===== src/rtl/genesis_pad_scanner.sv =====
// genesis_pad_scanner: multi-port Sega Genesis pad scanner driving one shared
// select line through a frame of phases and committing one snapshot per pad
// per frame.
// Ports: clk, reset (async, active low), pad_data[6*NUM_PADS] raw active-low
//   pins {pin9,pin6,pin4,pin3,pin2,pin1} per pad, select (pin7, all ports),
//   buttons[12*NUM_PADS] {Mode,X,Y,Z,Start,C,B,A,Right,Left,Down,Up},
//   present, six_btn, frame_done, pressed, released.
// Option macro PAD_EDGE_DETECT_EN: builds press/release pulses at commit;
//   without it pressed/released are tied to 0.
module genesis_pad_scanner #(
  parameter int NUM_PADS     = 2,
  parameter int CLK_DIV      = 250,
  parameter int FRAME_PHASES = 256
) (
  input  logic                    clk,
  input  logic                    reset,
  input  logic [6*NUM_PADS-1:0]   pad_data,
  output logic                    select,
  output logic [12*NUM_PADS-1:0]  buttons,
  output logic [NUM_PADS-1:0]     present,
  output logic [NUM_PADS-1:0]     six_btn,
  output logic                    frame_done,
  output logic [12*NUM_PADS-1:0]  pressed,
  output logic [12*NUM_PADS-1:0]  released
);

  localparam int DW = (CLK_DIV > 1) ? $clog2(CLK_DIV) : 1;
  localparam int PW = $clog2(FRAME_PHASES);
  localparam logic [DW-1:0] DIV_LAST = DW'(CLK_DIV - 1);
  localparam logic [PW-1:0] PH_LAST  = PW'(FRAME_PHASES - 1);

  logic [DW-1:0] r_div;
  logic [PW-1:0] r_phase;
  logic [PW-1:0] w_ph_next;
  logic          w_div_wrap;
  logic          w_sel_next;

  logic [6*NUM_PADS-1:0] r_sync1;
  logic [6*NUM_PADS-1:0] r_sync2;
  logic [6*NUM_PADS-1:0] w_act;

  logic [NUM_PADS-1:0][11:0] r_sh_btn;
  logic [NUM_PADS-1:0]       r_sh_pres;
  logic [NUM_PADS-1:0]       r_sh_six;
  logic [NUM_PADS-1:0][11:0] w_new_btn;
  logic [NUM_PADS-1:0]       w_new_six;

  logic w_cap0, w_cap1, w_cap5, w_cap6, w_commit;

  always_comb begin
    w_div_wrap = (r_div == DIV_LAST);
    w_ph_next  = (r_phase == PH_LAST) ? '0 : r_phase + 1'b1;
    // select high during gap and even phases of the active window
    w_sel_next = (w_ph_next >= PW'(8)) || !w_ph_next[0];
    w_cap0   = w_div_wrap && (r_phase == PW'(0));
    w_cap1   = w_div_wrap && (r_phase == PW'(1));
    w_cap5   = w_div_wrap && (r_phase == PW'(5));
    w_cap6   = w_div_wrap && (r_phase == PW'(6));
    w_commit = w_div_wrap && (r_phase == PW'(7));
    w_act    = ~r_sync2;
  end

  always_ff @(posedge clk or negedge reset) begin
    if (!reset) begin
      r_div   <= '0;
      r_phase <= '0;
      select  <= 1'b1;
    end else if (w_div_wrap) begin
      r_div   <= '0;
      r_phase <= w_ph_next;
      select  <= w_sel_next;
    end else begin
      r_div   <= r_div + 1'b1;
    end
  end

  always_ff @(posedge clk or negedge reset) begin
    if (!reset) begin
      r_sync1 <= '0;
      r_sync2 <= '0;
    end else begin
      r_sync1 <= pad_data;
      r_sync2 <= r_sync1;
    end
  end

  always_ff @(posedge clk or negedge reset) begin
    if (!reset) begin
      r_sh_btn  <= '0;
      r_sh_pres <= '0;
      r_sh_six  <= '0;
    end else begin
      for (int i = 0; i < NUM_PADS; i++) begin
        unique case (1'b1)
          w_cap0: begin
            r_sh_btn[i][0] <= w_act[6*i+0];
            r_sh_btn[i][1] <= w_act[6*i+1];
            r_sh_btn[i][2] <= w_act[6*i+2];
            r_sh_btn[i][3] <= w_act[6*i+3];
            r_sh_btn[i][5] <= w_act[6*i+4];
            r_sh_btn[i][6] <= w_act[6*i+5];
          end
          w_cap1: begin
            r_sh_btn[i][4] <= w_act[6*i+4];
            r_sh_btn[i][7] <= w_act[6*i+5];
            // pins 3/4 grounded while select low marks a pad
            r_sh_pres[i]   <= w_act[6*i+2] && w_act[6*i+3];
          end
          w_cap5: begin
            r_sh_six[i] <= &w_act[6*i +: 4];
          end
          w_cap6: begin
            r_sh_btn[i][8]  <= w_act[6*i+0];
            r_sh_btn[i][9]  <= w_act[6*i+1];
            r_sh_btn[i][10] <= w_act[6*i+2];
            r_sh_btn[i][11] <= w_act[6*i+3];
          end
          default: ;
        endcase
      end
    end
  end

  always_comb begin
    w_new_btn = '0;
    w_new_six = '0;
    for (int i = 0; i < NUM_PADS; i++) begin
      if (r_sh_pres[i]) begin
        w_new_six[i] = r_sh_six[i];
        w_new_btn[i] = r_sh_six[i] ? r_sh_btn[i]
                                   : {4'b0, r_sh_btn[i][7:0]};
      end
    end
  end

  always_ff @(posedge clk or negedge reset) begin
    if (!reset) begin
      buttons    <= '0;
      present    <= '0;
      six_btn    <= '0;
      frame_done <= 1'b0;
    end else begin
      frame_done <= w_commit;
      if (w_commit) begin
        buttons <= w_new_btn;
        present <= r_sh_pres;
        six_btn <= w_new_six;
      end
    end
  end

`ifdef PAD_EDGE_DETECT_EN
  always_ff @(posedge clk or negedge reset) begin
    if (!reset) begin
      pressed  <= '0;
      released <= '0;
    end else if (w_commit) begin
      pressed  <= w_new_btn & ~buttons;
      released <= ~w_new_btn & buttons;
    end else begin
      pressed  <= '0;
      released <= '0;
    end
  end
`else
  assign pressed  = '0;
  assign released = '0;
`endif

endmodule


===== config.mk =====
export PLATFORM = sky130hd
export DESIGN_NAME = genesis_pad_scanner
export DESIGN_NICKNAME = d
export VERILOG_FILES = /design/src/rtl/genesis_pad_scanner.sv
export SDC_FILE = /design/constraint.sdc
export NUM_CORES = 1
export LEC_CHECK = 0
export CORE_UTILIZATION = 50
export DETAILED_ROUTE_END_ITERATION = 7
export DONT_BUFFER_PORTS = 1
export MAX_ROUTING_LAYER = met4
export PLACE_DENSITY = 0.75
export SLEW_MARGIN = 20
export SYNTH_ARGS = -nofsm -noshare
export SYNTH_HDL_FRONTEND = slang
export SYNTH_SLANG_ARGS = --single-unit

===== constraint.sdc =====
create_clock -name clk -period 2 [get_ports clk]
set_input_delay 0.3 -clock clk [delete_from_list [all_inputs] [get_ports clk]]
set_output_delay 0.3 -clock clk [all_outputs]
set_load 0.01 [all_outputs]

==> results.sh, run 1 <==
export IMPL_hp_class="in -> async"
export IMPL_irDropWorstVdd_v=0.0003789
export IMPL_p_int_w=0.002638
export IMPL_seqPwrFrac_pct=58.7
export IMPL_layout_cells_non_filler=528
export IMPL_leakage_nw=2.190
export IMPL_synth_area_um2=4268
export IMPL_dpl_worst_slack_ns=0.006777
export IMPL_cp_common_cell="o21ai_0"
export IMPL_violations="negative hold slack"
export IMPL_grt_max_degree=99
export IMPL_dpl_hpwl_um=5019
export IMPL_portBuffers=0
export IMPL_drcViolationCount=0
export IMPL_crit_type="reg -> reg"
export IMPL_crit_fanout=47
export IMPL_clockPowerShare_pct=39.6
export IMPL_dr_first_iter_drc_count=113
export IMPL_required_ns=2.24
export IMPL_skew_ns=0.01514
export IMPL_worstSetupEndpointType="flop"
export IMPL_overflow=0
export IMPL_cp_start_kind="flop"
export IMPL_n_fill_cell=683
export IMPL_antenna_found_initial=0
export IMPL_grt_pass1_vias=2552
export IMPL_finalSetupViolCount=0
export IMPL_numCtsBuffers=9
export IMPL_crit_arrival_ns=2.23
export IMPL_die_h_um=94.39
export IMPL_worstSkewPairLatency_ns=0.36
export IMPL_cp_buffers_inverters=1
export IMPL_stdcell_area_um2=4676
export IMPL_period_minus_slack_ns=1.993
export IMPL_ys_seq_area_share_pct=57.49
export IMPL_cts_buffer_depth=2
export IMPL_cap_violations=0
export IMPL_cpMaxStageDelayCell="or4_1"
export IMPL_row_count=33
export IMPL_clk_pin_slew_ns=0.11
export IMPL_clock_sinks=98
export IMPL_combinationalPowerShare_pct=1.8
export IMPL_synth_edf_count=0
export IMPL_dp_cells=496
export IMPL_core_um2=8258
export IMPL_track_usage_pct=18.40
export IMPL_ant_nets=0
export IMPL_diodes=0
export IMPL_ios=92
export IMPL_fin_nets=438
export IMPL_grt_pass1_wl_um=12360
export IMPL_ys_warn_count=0
export IMPL_switching_share_pct=23.38
export IMPL_crit_chain="or4_1 > or4_4 > buf_12 > o21ai_0 > o21ai_0"
export IMPL_ys_ff_latch=98
export IMPL_p_switching_w=0.0008052
export IMPL_fmax_mhz=501.8
export IMPL_vias_per_cell=5.254
export IMPL_tightest_slew_ns=0.5076
export IMPL_die_area_um2=8909
export IMPL_routabilityCongestion=0.8452
export IMPL_synth_flop_cell="dfrtp_1"
export IMPL_avgSynthCellArea_um2=10.89
export IMPL_outcome="complete, but fails checks"
export IMPL_drive_above_1_share_pct=13.24
export IMPL_fp_dieW_um=94.39
export IMPL_path_delay_family="simple AND/OR/NAND/NOR gates"
export IMPL_cts_tree="done"
export IMPL_netlist_instances=392
export IMPL_htreeDepth=3
export IMPL_slew_headroom_pct=65.90
export IMPL_drt_wirelength_per_cell_um=14.32
export IMPL_multi_input_area_um2=1505
export IMPL_slowest_delay_ns=0.51
export IMPL_first_pass_iters=5
export IMPL_hold_buffers=12
export IMPL_rsz0062_at_grt="true"
export IMPL_drv_slew=0
export IMPL_syn_to_final_growth_pct=9.557
export IMPL_power_density_nw_per_um2=736.4
export IMPL_routed_wl_um=7560
export IMPL_post_dp_cell_area_um2=4242
export IMPL_vias=2774
export IMPL_root_buffer="clkbuf_8"
export IMPL_finalWorstSetupSlack_ns=0.007230
export IMPL_yosysUniqueCellTypes=45
export IMPL_initial_core_util_pct=51.68
export IMPL_hold_viol_final=98
export IMPL_ys_async_sr_fraction_pct=100.0
export IMPL_seq_area_um2=2454
export IMPL_finalCritPeriodShare_pct=99.64
export IMPL_whs_ns=-0.3853
## area by class of cell
cell class	count	share of cell area [%]
timing repair buffer	34	7.091
clock inverter	7	2.060
tap	105	2.810
clock buffer	9	2.649
inverter	9	0.7225
multi-input combinational	266	32.19
sequential	98	52.48
## cell usage in the layout (no fill, tap or decap), types with 3 or more instances in the layout
cell and instances:
nor2_1 15, xnor2_1 3, o21ai_1 70, nor3_1 3, and3_1 3, o21ai_0 23, clkbuf_8 9, o21ai_2 7
dlygate4sd3_1 12, nand3_1 16, ha_1 6, conb_1 48, nand2_1 27, dfrtp_1 97, inv_8 3, mux2i_1 5
xor2_1 4, inv_1 9, buf_4 18, a21oi_1 3
## flip-flops by register name (all words and copies together), names as in the netlist
name and count:
r_sync1 12, r_sh_pres 2, buttons 24, frame_done 1, r_phase 8, r_div 8, select 1, r_sh_six 2
present 2, r_sync2 12, r_sh_btn 24, six_btn 2
## through the flow
| stage | setup TNS, ns | total power (W) | hold WS [ns] | util, % |
|---|---|---|---|---|
| finish | 0 | 0.003443 | -0.3853 | 56.62 |
| global route | -0.4145 | 0.003574 | -0.4109 | 56.62 |
| CTS | 0 | 0.003474 | -0.3952 | 55.53 |
| detailed placement | 0 | 0.002100 | 0.006224 | 51.36 |
| global placement | 0 | 0.002099 | 0.006299 | 51.36 |
| floorplan | 0 | 0.002163 | 0.004409 | - |
## synthesized netlist by cell type, types with 2 or more instances
library cell  number  share of area, %
inv_1              9              0.79
nor3_1             3              0.35
mux2_4             2              0.70
a31oi_1            2              0.29
xnor2_1            3              0.62
or4_1              2              0.35
ha_1               6               1.8
nor4_1             2              0.29
o31ai_1            2              0.35
o21ai_0           35               4.1
o21ai_1           65               7.6
clkbuf_1          10              0.88
xor2_1             4              0.82
nand2_1           27               2.4
buf_6              7               1.8
a21oi_1            3              0.35
nand3_1           16               1.9
nand2b_1           2              0.29
mux2_2             2              0.53
buf_4             48               8.4
mux2_1             2              0.53
mux2i_1            5               1.2
nor2_1            15               1.3
and3_1             3              0.44
dfrtp_1           97                57
## metal layers
metal / GRT usage, % / vias up / part of all wire, %
met2: 27.17 / 95 / 46
met1: 25.01 / 1360 / 47
met3: 4.509 / 10 / 5.4
li1: - / 1309 / -
met5: - / - / 0
met4: 5.897 / 0 / 1.3
## path summary, 6_finish.rpt
check | slack [ns] | depth (start not counted) | end | startpoint
worst min-delay path | -0.39 | 0 | six_btn[0] | reset
max in group asynchronous | 2.16 | 0 | select | reset
min in group clk | 0.35 | 0 | r_sync2[5] | r_sync1[5]
worst min register to register | 0.35 | 0 | r_sync2[5] | r_sync1[5]
worst max register to register | 0.007 | 5 | r_sh_btn[23] | r_phase[5]
worst max-delay path | 0.007 | 5 | r_sh_btn[23] | r_phase[5]
## power groups by stage
stage               clock network (W)  registers, W   logic, W
floorplan                           0       0.00205   0.000110
global placement                    0       0.00206  0.0000405
detailed placement                  0       0.00206  0.0000406
CTS                           0.00140       0.00202  0.0000589
global route                  0.00148       0.00202  0.0000695
finish                        0.00136       0.00202  0.0000604
## kinds of logic after synthesis
logic type,count (synthesis),synth area share (%)
compound gates,114,14.16
xor+xnor,7,1.437
fa+ha+maj,6,1.759
buf+inv,75,12.08
flops,98,57.49
mux,11,2.932
other cells,1,0.08787
simple gates,80,10.06
## repair_timing
action,in CTS,in global routing
setup buffers,0,3
endpoints found under the setup margin,3,42
cloned,0,1
pin swaps,0,1
hold endpoints to repair,110,98
gates resized for setup,3,21
(Power assumes the default switching activity.)
==> run 2, diff against run 1 <==
CTS_CLUSTER_SIZE = 10   (was default)
==> results of run 2 <==
Final layout, timing and power as in run 1 (identical DEF).
